## src/rtl/fetch_stage_if.sv

```systemverilog
// Instruction-memory request/response bus between the fetch stage and imem.
// The fetch stage is the master: it issues req/addr and receives rdata/valid.
interface fetch_stage_if #(
  parameter int DATA_W = 16
);
  logic              imem_req;
  logic [DATA_W-1:0] imem_addr;
  logic [DATA_W-1:0] imem_rdata;
  logic              imem_valid;

  modport master (
    output imem_req,
    output imem_addr,
    input  imem_rdata,
    input  imem_valid
  );

  modport slave (
    input  imem_req,
    input  imem_addr,
    output imem_rdata,
    output imem_valid
  );
endinterface

```

## src/rtl/fetch_stage.sv

```systemverilog
// Instruction fetch stage: one outstanding imem request, one-entry hold buffer
// for words returned under stall, branch redirect with in-flight discard, halt.
module fetch_stage #(
  parameter int DATA_W = 16
) (
  input  logic              clk,
  input  logic              rst,
  input  logic              stall,
  input  logic              flush,
  input  logic              br_taken,
  input  logic [DATA_W-1:0] br_target,
  fetch_stage_if.master     imem,
  output logic [DATA_W-1:0] if_id_instr,
  output logic [DATA_W-1:0] if_id_pc_inc,
  output logic              if_id_valid,
  output logic [DATA_W-1:0] pc,
  output logic              hlt
);

  typedef enum logic [1:0] {
    FETCH  = 2'd0,
    WAIT   = 2'd1,
    HOLD   = 2'd2,
    HALTED = 2'd3
  } state_t;

  state_t            state;
  logic              discard;
  logic [DATA_W-1:0] holdBuf;

  logic              loadEn;
  logic [DATA_W-1:0] loadWord;
  logic              loadHalts;

  function automatic logic [DATA_W-1:0] pcInc(input logic [DATA_W-1:0] a);
    return a + DATA_W'(2);
  endfunction

  function automatic logic isHalt(input logic [DATA_W-1:0] w);
    return w[DATA_W-1 -: 4] == 4'hF;
  endfunction

  // Which word (if any) is delivered to decode this cycle; branch wins over all.
  always_comb begin
    loadEn   = 1'b0;
    loadWord = imem.imem_rdata;
    case (state)
      WAIT: loadEn = imem.imem_valid && !discard && !br_taken && !stall;
      HOLD: begin
        loadEn   = !br_taken && !stall;
        loadWord = holdBuf;
      end
      default: loadEn = 1'b0;
    endcase
  end

  assign loadHalts = isHalt(loadWord);

  // Request is suppressed combinationally so a redirect never fetches a stale pc.
  assign imem.imem_req  = !rst && (state == FETCH) && !br_taken;
  assign imem.imem_addr = pc;

  always_ff @(posedge clk) begin
    if (rst) begin
      state        <= FETCH;
      pc           <= '0;
      discard      <= 1'b0;
      holdBuf      <= '0;
      hlt          <= 1'b0;
      if_id_valid  <= 1'b0;
      if_id_instr  <= '0;
      if_id_pc_inc <= '0;
    end else begin
      // IF/ID register: flush beats a load, stall without load simply holds.
      if (flush) begin
        if_id_valid <= 1'b0;
      end else if (loadEn) begin
        if_id_instr  <= loadWord;
        if_id_pc_inc <= pcInc(pc);
        if_id_valid  <= 1'b1;
      end

      case (state)
        FETCH: begin
          if (br_taken) begin
            pc <= br_target;
          end else begin
            state <= WAIT;
          end
        end

        WAIT: begin
          if (imem.imem_valid) begin
            if (discard || br_taken) begin
              discard <= 1'b0;
              if (br_taken) begin
                pc <= br_target;
              end
              state <= FETCH;
            end else if (stall) begin
              holdBuf <= imem.imem_rdata;
              state   <= HOLD;
            end else begin
              pc    <= pcInc(pc);
              hlt   <= loadHalts;
              state <= loadHalts ? HALTED : FETCH;
            end
          end else if (br_taken) begin
            // Word still in flight belongs to the old path; drop it on arrival.
            discard <= 1'b1;
            pc      <= br_target;
          end
        end

        HOLD: begin
          if (br_taken) begin
            pc    <= br_target;
            state <= FETCH;
          end else if (!stall) begin
            pc    <= pcInc(pc);
            hlt   <= loadHalts;
            state <= loadHalts ? HALTED : FETCH;
          end
        end

        HALTED: begin
          if (br_taken) begin
            hlt   <= 1'b0;
            pc    <= br_target;
            state <= FETCH;
          end
        end

        default: state <= FETCH;
      endcase
    end
  end

endmodule

```

## src/flat_wrapper.sv

```systemverilog
// flat-port wrapper written by rule: the top's interface ports become plain ports
module fetch_stage_flat 
#(
  parameter int DATA_W = 16
)
  (clk, rst, stall, flush, br_taken, br_target, if_id_instr, if_id_pc_inc, if_id_valid, pc, hlt, imem_imem_req, imem_imem_addr, imem_imem_rdata, imem_imem_valid);
  fetch_stage_if #(.DATA_W(DATA_W)) imem_i ();
  input  logic clk;
  input  logic rst;
  input  logic stall;
  input  logic flush;
  input  logic br_taken;
  input  logic [DATA_W-1:0] br_target;
  output logic [DATA_W-1:0] if_id_instr;
  output logic [DATA_W-1:0] if_id_pc_inc;
  output logic if_id_valid;
  output logic [DATA_W-1:0] pc;
  output logic hlt;
  output wire logic [$bits(imem_i.imem_req)-1:0] imem_imem_req;
  output wire logic [$bits(imem_i.imem_addr)-1:0] imem_imem_addr;
  input wire logic [$bits(imem_i.imem_rdata)-1:0] imem_imem_rdata;
  input wire logic [$bits(imem_i.imem_valid)-1:0] imem_imem_valid;
  assign imem_imem_req = imem_i.imem_req;
  assign imem_imem_addr = imem_i.imem_addr;
  assign imem_i.imem_rdata = imem_imem_rdata;
  assign imem_i.imem_valid = imem_imem_valid;
  fetch_stage #(.DATA_W(DATA_W)) u_core (.clk(clk), .rst(rst), .stall(stall), .flush(flush), .br_taken(br_taken), .br_target(br_target), .imem(imem_i), .if_id_instr(if_id_instr), .if_id_pc_inc(if_id_pc_inc), .if_id_valid(if_id_valid), .pc(pc), .hlt(hlt));
endmodule
```

## config.mk

```make
export PLATFORM = sky130hd
export DESIGN_NAME = fetch_stage_flat
export DESIGN_NICKNAME = d
export VERILOG_FILES = /design/src/rtl/fetch_stage_if.sv /design/src/rtl/fetch_stage.sv /design/src/flat_wrapper.sv
export SDC_FILE = /design/constraint.sdc
export NUM_CORES = 1
export LEC_CHECK = 0
export ABC_AREA = 1
export BUFFER_PORTS_ARGS = -buffer_cell sky130_fd_sc_hd__buf_2
export CORE_UTILIZATION = 40
export CTS_BUF_LIST = sky130_fd_sc_hd__clkbuf_4
export DETAILED_ROUTE_END_ITERATION = 7
export HOLD_SLACK_MARGIN = 0.03
export PLACE_DENSITY_LB_ADDON = 0.3
export SYNTH_ARGS = -nofsm -noshare
export SYNTH_HDL_FRONTEND = slang
export SYNTH_SLANG_ARGS = --single-unit
```

## constraint.sdc

```tcl
create_clock -name clk -period 1.6 [get_ports clk]
set_clock_uncertainty 0.05 [all_clocks]
set_input_delay 0.16 -clock clk [delete_from_list [all_inputs] [get_ports clk]]
set_output_delay 0.16 -clock clk [all_outputs]
set_load 0.005 [all_outputs]
```

======== Word level (Yosys, flattened, before mapping) ========
Index checks and enable logic that the tools add are counted.
word-level totals
  flip-flop bits (word level) ............. 69
  latch bits .............................. 0
  memory bits (writable) .................. 0
  memory bits (read-only) ................. 0
  word-level logic and storage cells ...... 69
  memories kept ........................... 0
operators by class
  add/subtract/negate cells ............... 1
  $mul .................................... 0
  div/mod/pow operators ................... 0
  magnitude comparators ................... 0
  equality and inequality tests ........... 11
  shift-type cells ........................ 0
  muxes and demuxes ....................... 26
  bitwise operators ....................... 2
  reduce and logical (&&, ||, !) cells .... 21
operators by type and width
  cell                                                                   count
  16-bit 2-to-1 mux                                                      6
  16-bit case mux with 3 select lines                                    1
  16-bit by 2-bit adder with 16-bit output, second input constant        1
  2-bit 2-to-1 mux                                                       8
  2-bit != test, second input constant                                   5
  1-bit 2-to-1 mux                                                       8
  2-bit case mux with 4 select lines                                     1
  4-bit AND reduction                                                    2
  1-bit logical AND                                                      6
  5-bit AND reduction                                                    1
  2-bit equality test, second input constant                             2
  4-bit equality test, second input constant                             1
  1-bit logical NOT                                                      4
  2-bit OR reduction                                                     2
  3-bit != test, second input constant                                   1
  1-bit case mux with 3 select lines                                     1
  3-bit AND reduction                                                    1
  3-bit nonzero test                                                     1
  2-bit by 1-bit equality test with 1-bit output, second input constant  1
  2-bit logical NOT                                                      1
  2-bit by 1-bit != test with 1-bit output, second input constant        1
  1-bit NOT                                                              2
  1-bit case mux with 2 select lines                                     1
  2-bit AND reduction                                                    1
  2 further kinds                                                        2

======== Logic depth before layout (Yosys ltp) ========
Gate-level depths: netlist of the first run.
  depth after elaboration ................. 8
  mapped depth ............................ 13
  gate-level depth less buffers ........... 12

======== Least setup slack after synthesis of the first run ========
Ideal clock, no wire load.
  kind .................................... flip-flop to flip-flop
  from .................................... register u_core.state[1]
  to ...................................... register u_core.if_id_instr[1]
  library setup time ...................... 0.116 ns
  data arrival time ....................... 1.502 ns
  data required time ...................... 1.434 ns
  setup slack ............................. -0.068 ns
  cell stages (with the launch flop) ...... 10
  cell sequence ........................... dfxtp_1 -> inv_1 -> ha_1 -> inv_1 -> nor2_1 -> nand2_4 -> nor2_8 -> buf_6 -> nand3_1 -> o211a_1
between the ends
  longest elaborated chain between the ends .. 3
  elaborated cells on any way between the ends .. 5
RTL lines
  element                                                                                line                source
  start, declared                                                                        fetch_stage.sv:27   state_t state;
  start signal, assigned                                                                 fetch_stage.sv:106  state <= loadHalts ? HALTED : FETCH;
  start signal, assigned                                                                 fetch_stage.sv:122  state <= loadHalts ? HALTED : FETCH;
  2-bit equality test or 2-bit by 1-bit equality test with 1-bit output (tied branches)  fetch_stage.sv:47   case (state)
  1-bit case mux with 2 select lines                                                     fetch_stage.sv:47
  2-bit AND reduction (no source line)                                                   n/a
  end signal, assigned                                                                   fetch_stage.sv:78   if_id_instr <= loadWord;
  end, declared                                                                          fetch_stage.sv:13   output logic [DATA_W-1:0] if_id_instr,
Parallel ways exist; a longest one is shown, timed or not.
A chain may end at the register's enable or synchronous reset.

======== Final worst setup path of the first run ========
  from .................................... register u_core.state[1]
  to ...................................... register u_core.if_id_instr[0]
The elaborated chain is that of the path after synthesis.

==> results of run 1 <==
layout by cell type, fill, tap and decap left out, drive strengths merged, types with 6 or more instances in the layout:
cell and count:
buf 180, nand2 166, dfxtp 69, a21oi 61, nand3 52, inv 44
nor2 42, dlygate4sd3 24, o21ai 20, o211a 14, clkbuf 12, nand4 6
ha 6
report_power, final:
part	internal, mW	switching (mW)	total (mW)
Combinational	0.446	0.542	0.988
Sequential	1.78	0.0631	1.84
Clock	0.785	0.670	1.46
logic make-up (layout without fill, tap and decap cells):
kind of cell / Yosys count / in the layout / share of synthesized area
AO/OA/AOI/OAI: 103 / 103 / 0.164
XOR/XNOR: 5 / 5 / 0.0119
adder cells (fa/ha/maj): 6 / 6 / 0.0203
buffers and inverters: 85 / 266 / 0.117
flip-flops: 69 / 69 / 0.374
other: 0 / 1 / 0
AND/OR/NAND/NOR: 270 / 271 / 0.313
worst register-to-register path, cell delays in order (launching register included):
cell	delay, ns
sky130_fd_sc_hd__dfxtp_2	0.37
sky130_fd_sc_hd__buf_6	0.11
sky130_fd_sc_hd__ha_4	0.15
sky130_fd_sc_hd__inv_4	0.05
sky130_fd_sc_hd__nor2_4	0.13
sky130_fd_sc_hd__inv_2	0.07
sky130_fd_sc_hd__nand2_4	0.07
sky130_fd_sc_hd__nand2_4	0.06
sky130_fd_sc_hd__nor2_8	0.15
sky130_fd_sc_hd__buf_4	0.16
sky130_fd_sc_hd__buf_16	0.11
sky130_fd_sc_hd__nand3_1	0.07
sky130_fd_sc_hd__o211a_1	0.14
flip-flops by register name (all words and copies together), names as in the netlist:
register,count
u_core.holdBuf,16
u_core.if_id_instr,16
u_core.if_id_pc_inc,16
u_core.imem.imem_addr,16
u_core.state,2
u_core.discard,1
u_core.hlt,1
u_core.if_id_valid,1
per-layer routing:
layer / GRT usage / vias to the layer above
li1: - / 2107
met1: 0.336 / 2055
met2: 0.426 / 234
met3: 0.0465 / 53
met4: 0.118 / 0
met5: 0 / -
worst max path at each step:
stage / startpoint / endpoint / slack (ns) / cells past startpoint
CTS: u_core.state[1] / u_core.if_id_pc_inc[10] / -0.09 / 10
global placement: u_core.state[1] / u_core.imem.imem_addr[4] / -0.13 / 12
finish: u_core.state[1] / u_core.if_id_instr[0] / -0.20 / 12
floorplan: u_core.state[0] / u_core.if_id_instr[1] / -0.009 / 12
detailed placement: u_core.state[1] / u_core.imem.imem_addr[4] / -0.16 / 12
global route: u_core.state[1] / u_core.imem.imem_addr[0] / -0.25 / 9
final cells by class:
type	count	area, sq um	area share
antenna	1	2.50	0.000431
inverter	43	189	0.0326
tap	108	135	0.0233
sequential	69	1390	0.239
timing repair buffer	207	1580	0.273
timing repair inverter	1	6.26	0.00108
multi-input combinational	385	2320	0.400
clock inverter	6	111	0.0192
clock buffer	9	67.6	0.0117
what timing repair did:
action / in CTS / in global routing
endpoints found under the hold margin: 27 / 0
pin swaps: 8 / 29
setup endpoints to repair: 53 / 66
resized for setup: 62 / 92
setup buffers: 20 / 8
gates cloned: 5 / 4
hold buffers: 24 / 0
==> impl_summary.md, run 1 <==
Floorplanning
The y dimension of the die is 98.0 um. The die covers 0.00961 sq mm. The total area inside the core boundary comes to 0.00881 sq mm. The row count is 34. The number of top-level pins is 105. The initial utilization of the core area, before any placement, comes to 0.419.

The horizontal extent of the die is 98.0 um.

Yosys
The number of nets handed over by synthesis was 582. By count the netlist is led by sky130_fd_sc_hd__nand2_1 (160), sky130_fd_sc_hd__dfxtp_1 (69), sky130_fd_sc_hd__a21oi_1 (61). Yosys attributes the largest share of cell area to sky130_fd_sc_hd__dfxtp_1 (37%), sky130_fd_sc_hd__nand2_1 (16%), sky130_fd_sc_hd__a21oi_1 (8.3%), sky130_fd_sc_hd__nand3_1 (7.1%), sky130_fd_sc_hd__inv_1 (4.1%). For this run, the leading register cell type out of synthesis is sky130_fd_sc_hd__dfxtp_1. The mean instance size in the synthesized netlist is 6.86 sq um. For this run, the register share of the synthesized area comes to 0.374.

The number of register bits inferred by synthesis is 69. The most common cell in the synthesized netlist is sky130_fd_sc_hd__nand2_1. The leading area contributor after synthesis is sky130_fd_sc_hd__dfxtp_1.

The area share of the largest cell type after synthesis is 0.374. The fraction of registers with async set/reset is 0. The count of flip-flops with a built-in enable after synthesis is 0. The synthesized instance count is 538.

The warning count from the yosys run is 0. Summing every instance area after synthesis gives 0.00369 sq mm. The count of unique library cells instantiated by Yosys is 32.

STA
The count of pins over their slew limit is 0. The number of endpoints with negative hold slack in the final report is 0. Setup repair after global routing could not meet its margin everywhere. The final setup TNS is -5.06 ns. For the pin with the worst max-slew slack, the measured transition is 0.368 ns. The count of endpoints failing setup in the final report is 59. In the post-route analysis, the smallest setup slack over all paths is -0.201 ns. The final hold slack is 0.0446 ns.

The worst-case headroom to the max-slew limit is 0.755. The fmax is 555 MHz. The final period utilization is 1.13. The smallest clock period supported by the final layout is computed as 1.80 ns.

Critical path
The critical path data required time is 1.88 ns. The slowest stage of the critical path is the sky130_fd_sc_hd__dfxtp_2 cell. The critical path goes through buf_6, ha_4, inv_4, nor2_4, inv_2, nand2_4, nand2_4, nor2_8, buf_4, buf_16, nand3_1, o211a_1. The startpoint identified for the worst register-to-register timing path is u_core.state[1]. For this run, the slowest stage of the critical path takes 0.37 ns.

The cell type with the highest occurrence count on the critical path is sky130_fd_sc_hd__nand2_4. The category of the worst setup path launch point is a flip-flop. In this run the worst path has a maximum fanout of 5. Counting both buffers and inverters, the worst setup path holds a total of 5. The number of cells on the worst reg-to-reg path is 12. Among cell families on the critical path, the largest total delay comes from buffers and inverters. The category of the worst setup path capture point is a flip-flop. In this run the critical register-to-register path is captured at u_core.if_id_instr[0]. The setup path with the least slack is of type reg2reg. The signal arrival time at the worst endpoint is 2.08 ns. The slack of the worst reg-to-reg path is -0.20 ns.

GRT
The via count of the first global-routing pass is 4,055. The number of antenna violations at the first check in global routing is 1. The global-route usage over all layers is 0.261.

Entering global routing, the biggest net connects 30 pins. The global route total overflow is 0. The global-route wire length before repair is 19,800 um.

Power and ir drop
Across the VDD grid, the largest voltage drop is 0.000462 V. Dividing total power by cell area gives a power density of 739 mW/mm^2. The leakage power is 2.73 nW.

The design draws 4.29 mW.

Clock tree
TritonCTS built the clock tree. The clock latency of the later-clocked register in the worst-skew pair is 0.43 ns. The clock root buffer is sky130_fd_sc_hd__clkbuf_4. The clock passes through at most 2 buffers. The CTS sink count is 69.

The total CTS buffers is 9. The H-tree level count is 3. The clock edge transition at the registers on the reported setup and hold paths is 0.13 ns.

Detailed routing
Wire segments on met3 add up to 1140 um in the final route. In the routed layout, each cell is associated on average with a via count of 5.37. After detailed routing, no signal wire sits above met4. The detailed-router iteration count before antenna repair is 8. The initial DRC count is 344. The routed layout has 4,449 vias. The detailed-route wire length on metal 1 is 5510 um. The met2 wire length is 6410 um. The remaining antenna violation count after routing is 0.

For this run, design rule violations remaining after detail routing come to 9. The routed wirelength normalized by instance count is 16.5 um. Wires add up to 13,700 um.

Placed design
Prior to clock tree synthesis, the placed netlist has a worst setup slack of -0.162 ns. The placer congestion estimate is 0.878. Counting tap cells, the placed design contains a total of 756 instances.

The total cell area at the placement stage is 0.00451 sq mm. Port buffering added 104 buffers. Detailed placement ended at an HPWL of 7850 um.

Hold path
The path category of the worst min-delay check is in2reg. The startpoint of the worst hold path is br_target[2]. The hold path depth is 5. The path with the worst hold slack has its endpoint at u_core.imem.imem_addr[2].

Status
The checks that failed: design-rule violations, negative setup slack. The run finished, with violations left.

Layout
Once layout is complete, the cells apart from fillers number 829. After routing the design area is 0.00580 sq mm. For this run, the post-layout net count is 760. In the final layout, the share of cells above drive strength 1 is 0.429. The count of filler cells inserted in the layout is 723. The utilization after layout is 0.659. Relative to the synthesized area, the layout overhead comes to 57.2%.

Flow run
The count of maximum capacitance violations is 0.
No activity file was read; power rests on OpenSTA's default activity.
==> run 2, diff against run 1 <==
- CTS_CLUSTER_DIAMETER: not set -> 50
- clock period: 1.6 -> 2 ns (I/O delays scaled with it)
==> impl_summary.md, run 2 (synthesized netlist as in run 1, its figures left out) <==
Floorplanning
The standard cell core area was 0.00881 sq mm (unchanged). The effective utilization at floorplan is 0.419 (unchanged). The row count was 34 (unchanged). The die outline area is 0.00961 sq mm (unchanged). The horizontal extent of the die is 98.0 um (unchanged). The number of top-level pins is 105 (unchanged).

The y dimension of the die is 98.0 um (unchanged).

Critical path
The cell type with the highest occurrence count on the critical path is sky130_fd_sc_hd__inv_2. The critical path data required time is 2.27 ns (+0.39 ns). The category of the worst setup path capture point is a flip-flop. The critical-path maximum fanout is 24 (+19). The signal on the critical path passes through inv_2, ha_2, inv_2, nor2_4, inv_2, nand2_4, nand2_4, nor2_8, buf_12, nand3_1, o211ai_1, inv_1. The cell class contributing the biggest share of worst-path delay is buffers and inverters. The worst setup path is launched from a flip-flop. The buffers plus inverters on the worst setup path is 5 (unchanged). The start-to-end type of the worst setup path is reg2reg. Among all stages on the critical path, the largest delay is contributed by sky130_fd_sc_hd__dfxtp_1.

The worst stage delay on the critical path is 0.35 ns (-0.02 ns). The signal arrival time at the worst endpoint came to 2.12 ns (+0.04 ns).

GRT
The global-route wire length before repair is 17,100 um (-14%). The global-route usage over all layers is 0.221 (-0.0406). The via count of the first global-routing pass is 3,598 (-11%). The global route total overflow was 0 (unchanged). The largest net degree at the start of global routing is 42 (+40%).

The number of antenna violations at the first check in global routing is 1 (unchanged).

Layout
The commonest non-fill, non-tap cell in the layout is sky130_fd_sc_hd__nand2_1. The library cells used most frequently in the layout, excluding fill and tap cells, are sky130_fd_sc_hd__nand2_1 (160), sky130_fd_sc_hd__buf_2 (104), sky130_fd_sc_hd__dfxtp_1 (68). The net count reported at finish is 690 (-9.2%). The area growth from synthesis to layout is 24.2%. The layout cell share with drive strength beyond 1 is 0.237 (-0.193).

STA
The count of endpoints failing setup in the final report was 0 (-100%). The worst-case headroom to the max-slew limit is 0.700 (-0.0550). The post-layout worst setup margin is 0.144 ns (+0.346 ns). The transition at the pin with the smallest max-transition slack is 0.449 ns (+0.0809 ns).

The final setup TNS is 0 ns (+5.06 ns). Setup repair after global routing left no endpoint under its margin. The count of pins over their slew limit is 0 (unchanged). The final period demand of the worst path was 1.86 ns (+0.0542 ns).

The number of endpoints with negative hold slack in the final report came to 0 (unchanged). The final period utilization is 0.928 (-0.198). The fmax is 539 MHz (-2.9%).

Detailed routing
The average vias per placed instance is 5.13 (-4.5%). The routed wire length came to 10,300 um (-25%). The number of vias in the routed layout is 3,897 (-12%). The detailed-router iteration count before antenna repair is 8 (unchanged). The remaining antenna violation count after routing is 0 (unchanged). The remaining routing DRC violations was 7 (-2). The routed wirelength normalized by instance count came to 13.5 um (-18%). The initial DRC count is 310 (-9.9%).

Power and ir drop
The total net switching power is 881 uW (-31%). The switching power share of the total is 0.290 (-0.00761). The power density normalized to cell area came to 663 mW/mm^2 (-10%). The leakage power is 2.27 nW (-17%). The sequential group share of total power is 0.487 (+0.057).

The part of the total power dissipated in the clock network is 0.345 (+0.006). The peak supply drop is 0.000303 V (-34%). The total power of the final layout was 3.04 mW (-29%). The internal power summed over all cells is 2.16 mW (-28%).

The relative contribution of combinational cells to total power is 0.168 (-0.062).

Placed design
The placer congestion estimate is 0.933 (+6.2%). The worst setup slack after placement came to 0.0889 ns (+0.251 ns). The count of input and output buffers is 104 (unchanged). The detailed-placement wirelength estimate came to 7280 um (-7.2%).

Clock tree
The H-tree level count is 3 (unchanged). The clock edge transition at the registers on the reported setup and hold paths is 0.13 ns (about the same). The clock latency of the later-clocked register in the worst-skew pair is 0.43 ns (about the same).

The number of buffers inserted by post-CTS setup repair was 0 (-100%). TritonCTS built the clock tree. The CTS sink count came to 69 (unchanged). The maximum buffer depth of the clock tree was 2 (unchanged). The total CTS buffers is 9 (unchanged). In this run the clock root is driven by a sky130_fd_sc_hd__clkbuf_4.

Status
The final reports fail on design-rule violations. The flow ran to the end, but the final reports show violations.

Hold path
The path category of the worst min-delay check is in2reg.

Flow run
The count of maximum capacitance violations came to 0 (unchanged).
-- run 2: power groups by stage --
stage / Sequential, mW / Clock [mW] / Combinational, mW
after floorplan: 1.50 / 0 / 0.304
after global routing: 1.49 / 1.13 / 0.572
after detailed placement: 1.51 / 0 / 0.470
final: 1.48 / 1.05 / 0.511
after CTS: 1.48 / 1.07 / 0.499
after global placement: 1.51 / 0 / 0.464
-- run 2: worst min-delay path: stages --
cell and delay (ns):
sky130_fd_sc_hd__buf_2 0.09, sky130_fd_sc_hd__o21ai_0 0.08, sky130_fd_sc_hd__a21oi_1 0.10
-- run 2: final timing paths --
kind	slack (ns)	depth (start not counted)	start	to
setup / recovery	0.14	12	u_core.state[0]	u_core.if_id_pc_inc[15]
hold / removal	0.03	3	imem_imem_rdata[11]	u_core.holdBuf[11]
setup reg to reg	0.14	12	u_core.state[0]	u_core.if_id_pc_inc[15]
hold reg to reg	0.40	2	u_core.holdBuf[11]	u_core.holdBuf[11]
-- run 2: layout make-up --
type,instances,area (sq um)
Clock buffer,10,75.1
Sequential cell,69,1380
Inverter,43,165
Antenna cell,1,2.50
Fill cell,907,4220
Timing Repair Buffer,138,843
Clock inverter,6,86.3
Timing Repair inverter,1,7.51
Multi-Input combinational cell,384,1890
Tap cell,108,135
-- run 2: through the flow --
stage / instances / utilization / hold slack, ns / area, sq um
after floorplan: 538 / - / 0.229 / 3690
after CTS: 758 / 0.518 / 0.0315 / 4560
after detailed placement: 725 / 0.480 / 0.387 / 4230
after global placement: 725 / 0.480 / 0.382 / 4230
after global routing: 760 / 0.521 / 0.0513 / 4580
final: 760 / 0.521 / 0.0302 / 4580
-- run 2: metal layers --
layer	up-vias	routed length [um]	global-route usage
met3	14	612	0.0308
li1	1964	-	-
met4	0	164	0.0851
met2	154	4770	0.355
met5	-	0	0
met1	1765	4710	0.299
-- run 2: what timing repair did --
item	CTS	global route
endpoints found under the hold margin	17	0
endpoints found under the setup margin	0	22
resized for setup	0	7
hold buffers	17	0
==> run 3, diff against run 2 <==
- CORE_UTILIZATION: 40 -> 45
==> impl_summary.md, run 3 (synthesized netlist as in run 1, its figures left out) <==
Critical path
The worst setup path is of the reg2reg kind. The path length in cells of the critical path came to 12 (unchanged). STA classifies the critical path startpoint as a flip-flop. The category of the worst setup path capture point is a flip-flop.

In this design, the largest share of critical-path delay is due to buffers and inverters. The worst stage delay on the critical path is 0.34 ns (about the same). The signal arrival time at the worst endpoint was 2.11 ns (about the same). Walking the worst path, the cells encountered are inv_1, ha_2, inv_2, nor2_4, inv_2, nand2_4, nand2_4, nor2_8, buf_4, nand3_1, o211ai_1, inv_1. The critical path data required time came to 2.26 ns (about the same). The buffers plus inverters on the worst setup path is 5 (unchanged). The endpoint identified for the worst register-to-register timing path is u_core.if_id_pc_inc[15]. In this run the critical register-to-register path is launched from u_core.state[0]. The critical-path maximum fanout is 12 (-50%). The slack of the worst reg-to-reg path was 0.15 ns (about the same). The number of cells on the worst reg-to-reg path was 12 (unchanged). The slowest cell on the critical path is sky130_fd_sc_hd__dfxtp_1.

GRT
The number of antenna violations at the first check in global routing was 0 (-1). The global route total overflow is 0 (unchanged). The largest net degree at the start of global routing is 30 (-29%). The global-route wire length before repair is 16,500 um (-3.4%).

The via count of the first global-routing pass came to 3,583 (-0.42%). The global-route usage over all layers was 0.245 (+0.0244).

Hold path
The hold path depth is 3 (unchanged). The path category of the worst min-delay check is in2reg. The startpoint of the worst hold path is imem_imem_rdata[9]. The endpoint of the worst hold-timing path is u_core.holdBuf[9].

Detailed routing
The remaining antenna violation count after routing is 0 (unchanged). The initial DRC count was 208 (-33%). The routed wirelength normalized by instance count is 13.5 um (+0.14%). The average vias per placed instance is 5.24 (+2.2%). The routed wire length is 10,200 um (-0.92%). The detailed-router iteration count before antenna repair came to 6 (-2). The number of vias in the routed layout is 3,939 (+1.1%). The remaining routing DRC violations is 0 (-7).

Power and ir drop
The switching power share of the total was 0.295 (+0.00472). The relative contribution of combinational cells to total power came to 0.175 (+0.007). The peak supply drop is 0.000262 V (-13%). The part of the total power dissipated in the clock network was 0.307 (-0.038). The total power of the final layout came to 2.86 mW (-5.9%). The leakage power was 2.25 nW (-0.80%). The total net switching power was 843 uW (-4.4%). The sequential group share of total power is 0.518 (+0.031). The internal power summed over all cells is 2.02 mW (-6.6%).

The power density normalized to cell area is 632 mW/mm^2 (-4.8%).

Placed design
The total cell area at the placement stage came to 0.00421 sq mm (-0.47%). The detailed-placement wirelength estimate came to 7200 um (-1.1%). The placer congestion estimate came to 0.897 (-3.9%).

The worst setup slack after placement is 0.115 ns (+0.0260 ns). The count of input and output buffers is 104 (unchanged). The cell count after placement is 719 (-0.83%).

Clock tree
The clock latency of the later-clocked register in the worst-skew pair was 0.42 ns (about the same). The CTS sink count is 69 (unchanged). TritonCTS built the clock tree. The total CTS buffers was 9 (unchanged). The H-tree level count was 3 (unchanged). The maximum buffer depth of the clock tree came to 2 (unchanged). The clock edge transition at the registers on the reported setup and hold paths is 0.11 ns (-0.02 ns). CTS placed an instance of sky130_fd_sc_hd__clkbuf_4 at the clock tree root.

Layout
The final design instance area without fill is 0.00453 sq mm (-1.2%). The net count reported at finish came to 690 (unchanged). The utilization after layout is 0.577 (+0.0564). The layout cell share with drive strength beyond 1 is 0.234 (-0.00271).

The multi-input logic area came to 0.00189 sq mm (unchanged). The area of all sequential standard cells is 0.00138 sq mm (unchanged). The count of filler cells inserted in the layout is 809 (-11%). In the layout the commonest cells are sky130_fd_sc_hd__nand2_1 (160), sky130_fd_sc_hd__buf_2 (104), sky130_fd_sc_hd__dfxtp_1 (68). The antenna diode count came to 0 (-1).

The commonest non-fill, non-tap cell in the layout is sky130_fd_sc_hd__nand2_1. The count of placed standard cells in the final layout, fillers left out is 752 (-1.1%). Relative to the synthesized area, the layout overhead comes to 22.7%.

STA
The fmax is 540 MHz (+0.28%). The count of pins over their slew limit is 0 (unchanged). The transition at the pin with the smallest max-transition slack was 0.496 ns (+0.0472 ns). The final period demand of the worst path was 1.85 ns (-0.00514 ns). Setup repair after global routing could not meet its margin everywhere. The post-layout worst setup margin was 0.150 ns (+0.00514 ns). The final period utilization is 0.925 (-0.00257). The worst-case headroom to the max-slew limit came to 0.668 (-0.0316). The count of endpoints failing setup in the final report is 0 (unchanged).

The number of endpoints with negative hold slack in the final report is 0 (unchanged). The final setup TNS is 0 ns (unchanged). The final hold slack came to 0.0460 ns (+0.0158 ns).

Floorplanning
The effective utilization at floorplan came to 0.470 (+0.0512). The die outline area is 0.00857 sq mm (-11%). The horizontal extent of the die was 92.6 um (-5.6%). The row count is 32 (-5.9%). The y dimension of the die is 92.6 um (-5.6%).

The number of top-level pins was 105 (unchanged). The standard cell core area is 0.00785 sq mm (-11%).

Status
The run finished with clean final reports.

Flow run
The count of maximum capacitance violations is 0 (unchanged).
==> run 3: cell types whose count changed in the layout (fill, tap and decap cells not counted), sizes merged <==
cell	delta
bufinv	-1
clkinvlp	-1
diode	-1
inv	-1
clkinv	+2
==> run 3: worst max path at each step <==
stage	startpoint	end	slack, ns
floorplan	u_core.state[1]	u_core.if_id_instr[1]	0.33
global placement	u_core.state[1]	u_core.if_id_pc_inc[14]	0.20
detailed placement	u_core.state[1]	u_core.if_id_pc_inc[15]	0.11
CTS	u_core.state[1]	u_core.if_id_pc_inc[15]	0.06
global route	u_core.state[0]	u_core.if_id_instr[15]	-0.01
finish	u_core.state[0]	u_core.if_id_pc_inc[15]	0.15
==> run 3: tightest hold or removal path: stages <==
cell and delay [ns]:
sky130_fd_sc_hd__buf_2 0.09, sky130_fd_sc_hd__o21ai_0 0.08, sky130_fd_sc_hd__a21oi_1 0.11
==> run 3: metal layers <==
| metal | up-vias | global-route usage | routed length (um) |
|---|---|---|---|
| li1 | 1961 | - | - |
| met1 | 1805 | 0.315 | 4640 |
| met2 | 147 | 0.397 | 4680 |
| met3 | 26 | 0.0427 | 602 |
| met4 | 0 | 0.117 | 237 |
| met5 | - | 0 | 0 |
==> run 3: repair_timing <==
| item | in CTS | in global routing |
|---|---|---|
| buffers inserted | 0 | 0 |
| resized for setup | 0 | 7 |
| hold buffers | 17 | 0 |
| endpoints found under the setup margin | 0 | 28 |
| endpoints found under the hold margin | 17 | 0 |
==> run 3: final cells by class <==
cell class / count / share of cell area
Multi-Input combinational cell: 384 / 0.417
Sequential cell: 69 / 0.305
Timing Repair Buffer: 138 / 0.183
Inverter: 43 / 0.0365
Tap cell: 102 / 0.0282
Clock buffer: 10 / 0.0166
Clock inverter: 5 / 0.0116
Timing Repair inverter: 1 / 0.00166
==> run 3: power groups by stage <==
| stage | combinational (mW) | clock, mW | sequential (mW) |
|---|---|---|---|
| final | 0.500 | 0.878 | 1.48 |
| after global routing | 0.559 | 0.957 | 1.49 |
| after global placement | 0.457 | 0 | 1.51 |
| after floorplan | 0.304 | 0 | 1.50 |
| after CTS | 0.489 | 0.894 | 1.48 |
| after detailed placement | 0.461 | 0 | 1.51 |
